### src/rtl/hc165_reader.sv
// Free-running scanner for a daisy chain of 74HC165 PISO registers.
// Loads the chain, shifts WIDTH bits, publishes the word with valid/changed strobes, idles, repeats.
module hc165_reader #(
  parameter int unsigned WIDTH    = 16,
  parameter int unsigned CLK_DIV  = 25,
  parameter int unsigned SCAN_GAP = 50000
) (
  input  logic             clk,
  input  logic             rst_n,
  input  logic             q7,
  output logic             pl_n,
  output logic             cp,
  output logic             ce_n,
  output logic [WIDTH-1:0] data,
  output logic             valid,
  output logic             changed
);

  // One counter serves every phase; it must hold the longest terminal value.
  localparam int unsigned CNT_MAX = (2 * CLK_DIV > SCAN_GAP) ? 2 * CLK_DIV : SCAN_GAP;
  localparam int unsigned CNT_W   = (CNT_MAX > 2) ? $clog2(CNT_MAX) : 1;
  localparam int unsigned BIT_W   = $clog2(WIDTH);

  localparam logic [CNT_W-1:0] HALF_END = CNT_W'(CLK_DIV - 1);
  localparam logic [CNT_W-1:0] HIGH_BEG = CNT_W'(CLK_DIV);
  localparam logic [CNT_W-1:0] BIT_END  = CNT_W'(2 * CLK_DIV - 1);
  localparam logic [CNT_W-1:0] GAP_END  = CNT_W'(SCAN_GAP - 1);
  localparam logic [BIT_W-1:0] LAST_BIT = BIT_W'(WIDTH - 1);

  typedef enum logic [2:0] {
    ST_START,
    ST_LOAD,
    ST_SETTLE,
    ST_SHIFT,
    ST_DONE,
    ST_IDLE
  } state_t;

  state_t           state, state_nxt;
  logic [CNT_W-1:0] cnt, cnt_nxt;
  logic [BIT_W-1:0] bit_idx, bit_nxt;
  logic [WIDTH-1:0] shreg, shreg_nxt;
  logic [WIDTH-1:0] data_nxt;
  logic             pl_n_nxt, cp_nxt, ce_n_nxt, valid_nxt, changed_nxt;
  logic             q7_meta, q7_sync;

  // Two-flop synchronizer for the asynchronous serial input
  always_ff @(posedge clk or negedge rst_n) begin
    if (!rst_n) begin
      q7_meta <= 1'b1;
      q7_sync <= 1'b1;
    end else begin
      q7_meta <= q7;
      q7_sync <= q7_meta;
    end
  end

  always_ff @(posedge clk or negedge rst_n) begin
    if (!rst_n) begin
      state   <= ST_START;
      cnt     <= '0;
      bit_idx <= '0;
      shreg   <= '0;
      data    <= '1;
      pl_n    <= 1'b1;
      cp      <= 1'b0;
      ce_n    <= 1'b1;
      valid   <= 1'b0;
      changed <= 1'b0;
    end else begin
      state   <= state_nxt;
      cnt     <= cnt_nxt;
      bit_idx <= bit_nxt;
      shreg   <= shreg_nxt;
      data    <= data_nxt;
      pl_n    <= pl_n_nxt;
      cp      <= cp_nxt;
      ce_n    <= ce_n_nxt;
      valid   <= valid_nxt;
      changed <= changed_nxt;
    end
  end

  // cnt counts cycles already spent in the current phase; outputs follow the next state
  always_comb begin
    state_nxt   = state;
    cnt_nxt     = cnt + CNT_W'(1);
    bit_nxt     = bit_idx;
    shreg_nxt   = shreg;
    data_nxt    = data;
    valid_nxt   = 1'b0;
    changed_nxt = 1'b0;

    case (state)
      ST_START: begin
        state_nxt = ST_LOAD;
        cnt_nxt   = '0;
      end
      ST_LOAD: begin
        if (cnt == HALF_END) begin
          state_nxt = ST_SETTLE;
          cnt_nxt   = '0;
        end
      end
      ST_SETTLE: begin
        if (cnt == HALF_END) begin
          state_nxt = ST_SHIFT;
          cnt_nxt   = '0;
          bit_nxt   = '0;
        end
      end
      ST_SHIFT: begin
        // Sample just before cp rises, while the chain output is settled
        if (cnt == HALF_END) begin
          shreg_nxt = {shreg[WIDTH-2:0], q7_sync};
        end
        if (cnt == BIT_END) begin
          cnt_nxt = '0;
          if (bit_idx == LAST_BIT) begin
            state_nxt   = ST_DONE;
            data_nxt    = shreg;
            valid_nxt   = 1'b1;
            changed_nxt = (shreg != data);
          end else begin
            bit_nxt = bit_idx + BIT_W'(1);
          end
        end
      end
      ST_DONE: begin
        state_nxt = ST_IDLE;
        cnt_nxt   = '0;
      end
      ST_IDLE: begin
        if (cnt == GAP_END) begin
          state_nxt = ST_LOAD;
          cnt_nxt   = '0;
        end
      end
      default: begin
        state_nxt = ST_START;
        cnt_nxt   = '0;
      end
    endcase

    pl_n_nxt = (state_nxt != ST_LOAD);
    ce_n_nxt = !((state_nxt == ST_SETTLE) || (state_nxt == ST_SHIFT));
    cp_nxt   = (state_nxt == ST_SHIFT) && (cnt_nxt >= HIGH_BEG);
  end

endmodule

### config.mk
export PLATFORM = sky130hd
export DESIGN_NAME = hc165_reader
export DESIGN_NICKNAME = d
export VERILOG_FILES = /design/src/rtl/hc165_reader.sv
export SDC_FILE = /design/constraint.sdc
export NUM_CORES = 1
export LEC_CHECK = 0
export BUFFER_PORTS_ARGS = -buffer_cell sky130_fd_sc_hd__buf_2
export CORE_AREA = 3 3 106 108
export DETAILED_ROUTE_END_ITERATION = 12
export DIE_AREA = 0 0 109 111
export GPL_ROUTABILITY_DRIVEN = 0
export PLACE_DENSITY = 0.49
export SLEW_MARGIN = 20
export SYNTH_ARGS = -nofsm -noshare
export SYNTH_HDL_FRONTEND = slang
export SYNTH_SLANG_ARGS = --single-unit
### constraint.sdc
create_clock -name clk -period 7.3 [get_ports clk]
set_input_delay 0.73 -clock clk [delete_from_list [all_inputs] [get_ports clk]]
set_output_delay 0.73 -clock clk [all_outputs]
set_load 0.005 [all_outputs]
# [Word-level counts from Yosys, hierarchy flattened]
# Cells that the tools add are included.
[word_totals] wordCells=60 output_inout_bits=21 register_bits=62 in_bits=3
[classes] magnitude_cmp=1 n_addsub=2 reduce_logical=9 eq_ne=16 mux=20
[op_table] op="2-to-1 mux 16 bit" n=3
[op_table] op="one-hot mux 16 bit (3 select lines)" n=1
[op_table] op="one-hot mux 3 bit (6 select lines)" n=1
[op_table] op="adder 16 x 1 -> 16 bit (second input constant)" n=1
[op_table] op="== test 16 bit (second input constant)" n=1
[op_table] op="== test 16 x 5 -> 1 bit (second input constant)" n=1
[op_table] op="== test 16 x 6 -> 1 bit (second input constant)" n=1
[op_table] op="greater-or-equal comparator 16 x 5 -> 1 bit (second input constant)" n=1
[op_table] op="inequality test 16 bit" n=1
[op_table] op="2-to-1 mux 3 bit" n=5
[op_table] op="== test 3 x 2 -> 1 bit (second input constant)" n=4
[op_table] op="2-to-1 mux 4 bit" n=3
[op_table] op="one-hot mux 4 bit (2 select lines)" n=1
[op_table] op="== test 3 bit (second input constant)" n=2
[op_table] op="2-to-1 mux 1 bit" n=6
[op_table] op="inequality test 2 bit (second input constant)" n=3
[op_table] op="adder 4 x 1 -> 4 bit (second input constant)" n=1
[op_table] op="== test 4 bit (second input constant)" n=1
[op_table] op="AND reduction 4 bit" n=1
[op_table] op="== test 3 x 1 -> 1 bit (second input constant)" n=1
[op_table] op="logical NOT 3 bit" n=1
[op_table] op="inequality test 3 x 1 -> 1 bit (second input constant)" n=1
[op_table] op="AND reduction 3 bit" n=1
[op_table] op="AND reduction 2 bit" n=1
[op_table] op="other kinds (5)" n=5

# [Depth between registers and ports, before layout]
# Gate-level depths: netlist of the first run.
[logic_depth] depth_word=7 mapped_depth=8

# [Worst setup path before layout of the first run]
# Ideal clock, no wire load.
[synth_timing] path_type="reg-to-reg" start="register cnt[14]" end="register bit_idx[0]" setup_slack_ps=4863 required_ps=7175 arrival_time_ps=2312 setup_time_ps=125 period_less_slack_ps=2437 path_stages_with_launch=7 path_cell_list="dfrtp_1 -> or4_4 -> nor4_4 -> nand3_4 -> nor3b_1 -> o21a_1 -> mux2_2"
[synth_via] elab_chain_len=3
[synth_rtl] item="start, declared" line="40" rtl="logic [CNT_W-1:0] cnt, cnt_nxt;"
[synth_rtl] item="start signal, assigned" line="72" rtl="cnt <= cnt_nxt;"
[synth_rtl] item="== test 16 x 6 -> 1 bit or == test 16 x 5 -> 1 bit (tied branches)" line="117, 106"
[synth_rtl] item="inequality test 2 bit (no source line)"
[synth_rtl] item="AND reduction 4 bit (no source line) (*)"
[synth_rtl] item="end signal, assigned" line="73" rtl="bit_idx <= bit_nxt;"
[synth_rtl] item="end, declared" line="41" rtl="logic [BIT_W-1:0] bit_idx, bit_nxt;"
# Every way passes the cells marked *; elsewhere a longest branch is shown, timed or not.
# A chain may end at the register's enable or synchronous reset.

# [Worst setup path in the final report of the first run]
# Same ends and word-level chain as after synthesis.

==> results.yml, run 1 <==
die:
  std_cell_rows: 37
  initial_core_util_pct: 30.1
  die_w_um: 109
  die_y_um: 111
  fp.dieArea_mm2: 0.0121
  core_area_mm2: 0.0103
  ioPinCount: 24
placement:
  placed_cells: 421
  dp_slack_ns: 4.36
  dp_hpwl_um: 4090
  portBuffers: 23
  place_area_mm2: 0.00336
critical_path:
  worst_setup_path_end_kind: "flip-flop"
  arrival_ns: 3.20
  path_max_fanout: 17
  criticalPathCategory: "flip-flop to flip-flop"
  worstSetupStartpointType: "flip-flop"
  worst_path_max_delay_cell: "a221oi_4"
  slowest_delay_ns: 0.75
  crit_chain: "or4_4, nor4_4, nand3_2, a221oi_4, o21a_1, mux2_2"
  cp.required_ns: 7.52
yosys:
  yosysWarnings: 0
  synth_edf_count: 0
  synthDistinctLibCells: 50
  synth_area_per_cell_um2: 11.5
  ys_seq_area_share_pct: 50.7
  syn_inst: 271
  ys_ff_latch: 62
  syn-num-nets: 278
  synthArstFlopShare_pct: 100
  synth_ff_type: "dfrtp_1"
  syn_area_mm2: 0.00311
cts:
  post_cts_buffers: 0
  cts_resized: 0
  htreeDepth: 3
  cts_sinks: 62
  clkTransAtPathRegs_ns: 0.07
  clockRootBuffer: "clkbuf_8"
  clk_path_buf_depth: 2
  cts-hold-fix-buffers: 0
  cts_buffers: 9
  cts_tree: "done"
  worstSkewPairLatency_ns: 0.34
timing:
  rsz0062_at_grt: "no"
  period_share_pct: 40.8
  final.setup.worst_slack_ns: 4.32
  final.setup_skew_ns: 0.00764
  report.final.slew_viol_count: 0
  relSlewSlack_pct: 42.9
  worstMarginPinSlew_ns: 0.856
  period_needed_ns: 2.98
  clock.fmax_mhz: 336
  timing.hold.ws_ns: 0.359
  finalSetupTns_ns: 0
  hold_viol: 0
  finalSetupViolations: 0
route:
  wl_per_cell_um: 14.1
  first_iter_violations: 105
  ant_nets: 0
  wirelength_um: 6150
  vias_per_cell: 4.67
  firstDrtPassIters: 4
  drc_errors: 0
  route.vias.total: 2042
global_routing:
  antenna_found_initial: 0
  grt.total_usage_pct: 11.0
  grt_max_degree: 63
  grt-ovfl-total: 0
  grt_pass1_wl_um: 10300
  grt_pass1_vias: 1959
power:
  irDropWorstVdd_uv: 61.7
  fin_total_pwr_uw: 680
  p_per_area_mw_per_mm2: 190
  p_leak_nw: 1.61
final_layout:
  final_cells: 437
  insertedDiodeCount: 0
  area_growth_pct: 14.9
  final_layout_size_suffix_gt1_share_pct: 35.2
  finalInstanceArea_mm2: 0.00357
  fin_util_pct: 34.6
  num-nets-final: 303
  fillers: 1030
flow_run:
  cap_violations: 0
run_status:
  status: "completed"
min_path:
  min_path_type: "flip-flop to flip-flop"
==> power breakdown <==
group,internal (mW),switching [mW]
Sequential,0.345,0.000123
Combinational,0.000719,0.00665
Clock,0.192,0.136
==> layout make-up <==
cell class	instances	area (um2)	share of cell area, %
flip-flops and latches	62	1580	44.1
repair buffers	24	123	3.43
clock inverters	6	86.3	2.42
inverters	6	22.5	0.630
well taps	136	170	4.76
clock buffers	10	128	3.57
multi-input cells	193	1470	41.1
==> synth_stat cells (3+ instances only) <==
library cell  number  area (um2)
ha_1               4        50.1
dfrtp_1           42        1050
and3_1             3        18.8
nand3_1           12        60.1
nand2_1           12        45.0
or3_1              3        18.8
a21oi_1            5        25.0
o21ai_0            3        15.0
inv_1              6        22.5
nand4_1            7        43.8
nor2_1            27         101
dfstp_2           20         526
nor2b_1            6        37.5
mux2_2            36         405
xor2_1             7        61.3
a31oi_1            3        18.8
nor3_1             6        30.0
clkbuf_1           8        30.0
xnor2_1           23         201
==> state kept, by name (all words and copies together) (netlist names) <==
| name | cells |
|---|---|
| bit_idx | 4 |
| ce_n | 1 |
| changed | 1 |
| cnt | 16 |
| cp | 1 |
| data | 16 |
| pl_n | 1 |
| q7_meta | 1 |
| q7_sync | 1 |
| shreg | 16 |
| state | 3 |
| valid | 1 |
==> cell usage in the layout (no fill, tap or decap), drive strengths merged, types with 4 or more instances in the layout <==
| cell type | n |
|---|---|
| nand4 | 7 |
| xor2 | 7 |
| ha | 4 |
| xnor2 | 23 |
| nand3 | 14 |
| nor2 | 30 |
| buf | 24 |
| mux2 | 36 |
| nand2 | 12 |
| dfrtp | 42 |
| dfstp | 20 |
| inv | 6 |
| nor2b | 6 |
| nor3 | 6 |
| a21oi | 5 |
| clkbuf | 10 |
==> final timing paths <==
check	startpoint	endpoint	slack (ns)	depth (start not counted)
worst max-delay path	cnt[14]	bit_idx[0]	4.32	6
max in group asynchronous	rst_n	state[1]	6.21	2
worst min register to register	q7_meta	q7_sync	0.36	0
worst min-delay path	q7_meta	q7_sync	0.36	0
worst max register to register	cnt[14]	bit_idx[0]	4.32	6
min in group asynchronous	rst_n	shreg[3]	0.56	2
==> per-layer routing <==
metal / GRT usage (%) / vias to the layer above / wire, um
met5: 0 / - / 0
met4: 5.22 / 0 / 99
met3: 3.26 / 6 / 180
met2: 14.7 / 26 / 2730
met1: 16.0 / 1003 / 3140
li1: - / 1007 / -
==> critical path, delay by kind of cell (launching register included) <==
family	cells	cell delay, ns
simple gates	3	1.07
mux	1	0.33
compound gates	2	1.00
flops	1	0.45
==> cell families (layout without fill, tap and decap cells) <==
kind of cell / count (synthesis) / in the layout / share of synthesized area [%]
buf+inv: 16 / 46 / 2.09
simple gates: 98 / 98 / 17.8
flops: 62 / 62 / 50.7
compound gates: 24 / 24 / 5.96
fa+ha+maj: 4 / 4 / 1.61
mux: 37 / 37 / 13.4
xor+xnor: 30 / 30 / 8.45
Note: power is estimated with default switching activity, not from simulation.
==> run 2: changes to the inputs <==
--- a/config.mk
+++ b/config.mk
@@ -5,12 +5,13 @@
 export SDC_FILE = /design/constraint.sdc
 export NUM_CORES = 1
 export LEC_CHECK = 0
+export ABC_AREA = 1
 export BUFFER_PORTS_ARGS = -buffer_cell sky130_fd_sc_hd__buf_2
-export CORE_AREA = 3 3 106 108
+export CORE_AREA = 3 3 109 111
 export DETAILED_ROUTE_END_ITERATION = 12
-export DIE_AREA = 0 0 109 111
+export DIE_AREA = 0 0 112 114
 export GPL_ROUTABILITY_DRIVEN = 0
-export PLACE_DENSITY = 0.49
+export PLACE_DENSITY = 0.5
 export SLEW_MARGIN = 20
 export SYNTH_ARGS = -nofsm -noshare
 export SYNTH_HDL_FRONTEND = slang
==> constraint.sdc (replaced) <==
create_clock -name clk -period 2.47 [get_ports clk]
set_input_delay 0.247 -clock clk [delete_from_list [all_inputs] [get_ports clk]]
set_output_delay 0.247 -clock clk [all_outputs]
set_load 0.005 [all_outputs]
==> results.yml, run 2 <==
final_layout:
  area_growth_pct: 14.3
  fin_util_pct: 34.1
  mostFrequentLayoutCell: "nand2_1"
  num-nets-final: 453
  finalInstanceArea_mm2: 0.00372
  final_layout_size_suffix_gt1_share_pct: 17.3
  final_cells: 591
  final_cell_mix: "nand2_1, inv_1, nor2_1, dfrtp_1, o21ai_0"
  insertedDiodeCount: 0
  fillers: 1151
  largest_registers: "cnt (16), data (16), shreg (16)"
run_status:
  status: "completed"
cts:
  worstSkewPairLatency_ns: 0.34
  cts_buffers: 9
  cts-hold-fix-buffers: 1
  cts_sinks: 62
  cts_resized: 0
  htreeDepth: 3
  post_cts_buffers: 0
  clk_path_buf_depth: 2
  clockRootBuffer: "clkbuf_8"
  clkTransAtPathRegs_ns: 0.07
  cts_tree: "done"
yosys:
  syn_area_mm2: 0.00325
  synthDistinctLibCells: 35
  synth_ff_type: "dfrtp_1"
  yosysWarnings: 0
  synth_top_area_cell: "dfrtp_1"
  synth_area_per_cell_um2: 7.84
  synth_common_cells: "nand2_1, inv_1, nor2_1, dfrtp_1, o21ai_0"
  synth_edf_count: 0
  synth_top_cells_by_area: "dfrtp_1, dfstp_2, nand2_1, inv_1, nor2_1"
  yosysMostFrequentCell: "nand2_1"
  syn-num-nets: 422
  ys_seq_area_share_pct: 48.5
  synthArstFlopShare_pct: 100
  syn_inst: 415
  netlist.area_leader.share_pct: 32.3
  ys_ff_latch: 62
global_routing:
  grt-ovfl-total: 0
  antenna_found_initial: 0
  grt_max_degree: 63
  grt_pass1_wl_um: 12600
  grt_pass1_vias: 2645
  grt.total_usage_pct: 12.3
placement:
  dp_hpwl_um: 5210
  place_area_mm2: 0.00352
  placed_cells: 574
  portBuffers: 23
timing:
  final.setup_skew_ns: 0.0126
  finalSetupTns_ns: 0
  clock.fmax_mhz: 502
  hold_viol: 0
  period_needed_ns: 1.99
  finalSetupViolations: 0
  worstMarginPinSlew_ns: 0.808
  timing.hold.ws_ns: 0.0644
  period_share_pct: 80.6
  relSlewSlack_pct: 46.1
  rsz0062_at_grt: "no"
  report.final.slew_viol_count: 0
route:
  vias_per_cell: 4.40
  route.vias.total: 2603
  first_iter_violations: 157
  firstDrtPassIters: 4
  wl_per_cell_um: 12.2
  wirelength_um: 7200
  drc_errors: 0
  ant_nets: 0
critical_path:
  arrival_ns: 2.22
  path_max_fanout: 5
  r2r_start: "cnt[0]"
  worst_setup_path_end_kind: "flip-flop"
  rr_endpoint: "cp"
  cp.required_ns: 2.70
  ff2ff_path_depth: 14
  criticalPathCategory: "flip-flop to flip-flop"
  rrSetupSlack_ns: 0.48
  worstSetupStartpointType: "flip-flop"
flow_run:
  cap_violations: 0
die:
  std_cell_rows: 38
  die_w_um: 112
  ioPinCount: 24
  initial_core_util_pct: 29.9
  die_y_um: 114
  fp.dieArea_mm2: 0.0128
  core_area_mm2: 0.0109
power:
  p_leak_nw: 1.84
  irDropWorstVdd_uv: 254
  p_per_area_mw_per_mm2: 517
min_path:
  min_path_type: "input pin to async pin"
## run 2: cell types whose count changed after synthesis, moves of 3 or more
| cell | previous run | this run |
|---|---|---|
| inv_1 | 6 | 61 |
| nor2_1 | 27 | 55 |
| mux2_2 | 36 | 1 |
| nor2b_1 | 6 | 0 |
| nand3_1 | 12 | 25 |
| nand4_1 | 7 | 4 |
| or3_1 | 3 | 0 |
| xnor2_1 | 23 | 5 |
| clkbuf_1 | 8 | 3 |
| and3_1 | 3 | 0 |
| o21ai_0 | 3 | 35 |
| nand3b_1 | 0 | 3 |
| nand2_1 | 12 | 108 |
## run 2: cell families (layout without fill, tap and decap cells)
| family | after synthesis | in the layout | share of synthesized area [%] |
|---|---|---|---|
| simple gates | 216 | 216 | 28.9 |
| buf+inv | 70 | 106 | 8.70 |
| flops | 62 | 62 | 48.5 |
| compound gates | 48 | 48 | 8.27 |
| xor+xnor | 14 | 14 | 3.77 |
| fa+ha+maj | 4 | 4 | 1.54 |
| mux | 1 | 1 | 0.346 |
## run 2: cell type report
class                           count  area (um2)  share of cell area (%)
Clock inverter                      6        61.3                    1.65
Tap cell                          140         175                    4.71
Sequential cell                    62        1580                    42.4
Clock buffer                       10         128                    3.43
Inverter                           63         236                    6.36
Timing Repair Buffer               27         148                    3.97
Multi-Input combinational cell    283        1390                    37.5
## run 2: stage by stage
stage / worst slack, ns / power [mW]
after floorplan: 0.861 / 1.04
after global placement: 0.484 / 1.06
after detailed placement: 0.509 / 1.06
after CTS: 0.496 / 1.95
after global routing: 0.200 / 2.00
final: 0.479 / 1.92
## run 2: worst max-delay path by stage
stage,cells past startpoint,to,startpoint,slack (ns)
floorplan,14,cp,cnt[0],0.86
global placement,12,cp,cnt[0],0.48
detailed placement,14,cp,cnt[0],0.51
CTS,14,cp,cnt[0],0.50
global route,14,cp,cnt[0],0.20
finish,14,cp,cnt[0],0.48
## run 2: report_power, final
part / internal, mW / switching (mW) / total (mW)
Sequential: 1.02 / 0.000392 / 1.02
Combinational: 0.00315 / 0.0200 / 0.0231
Clock: 0.464 / 0.413 / 0.878
## run 2: layer usage
metal	part of all wire (%)	vias to the layer above	wire length (um)	global-route usage, %
li1	-	1360	-	-
met1	49	1186	3540	17.3
met2	45	45	3240	18.5
met3	4.2	12	305	2.39
met4	1.7	0	123	5.53
met5	0	-	0	0
## run 2: critical path, cell delays in order, from the launching register on
cell and delay (ns):
dfrtp_1 0.41, ha_1 0.21, nand3_1 0.22, nor2_1 0.25, nand2_1 0.11, inv_1 0.08
nand2_1 0.05, nand2_1 0.05, nand2_1 0.06, nand2_1 0.11, nand2_1 0.07, nor2_1 0.09
nand2_1 0.06, nor2_1 0.09, nor2_1 0.05
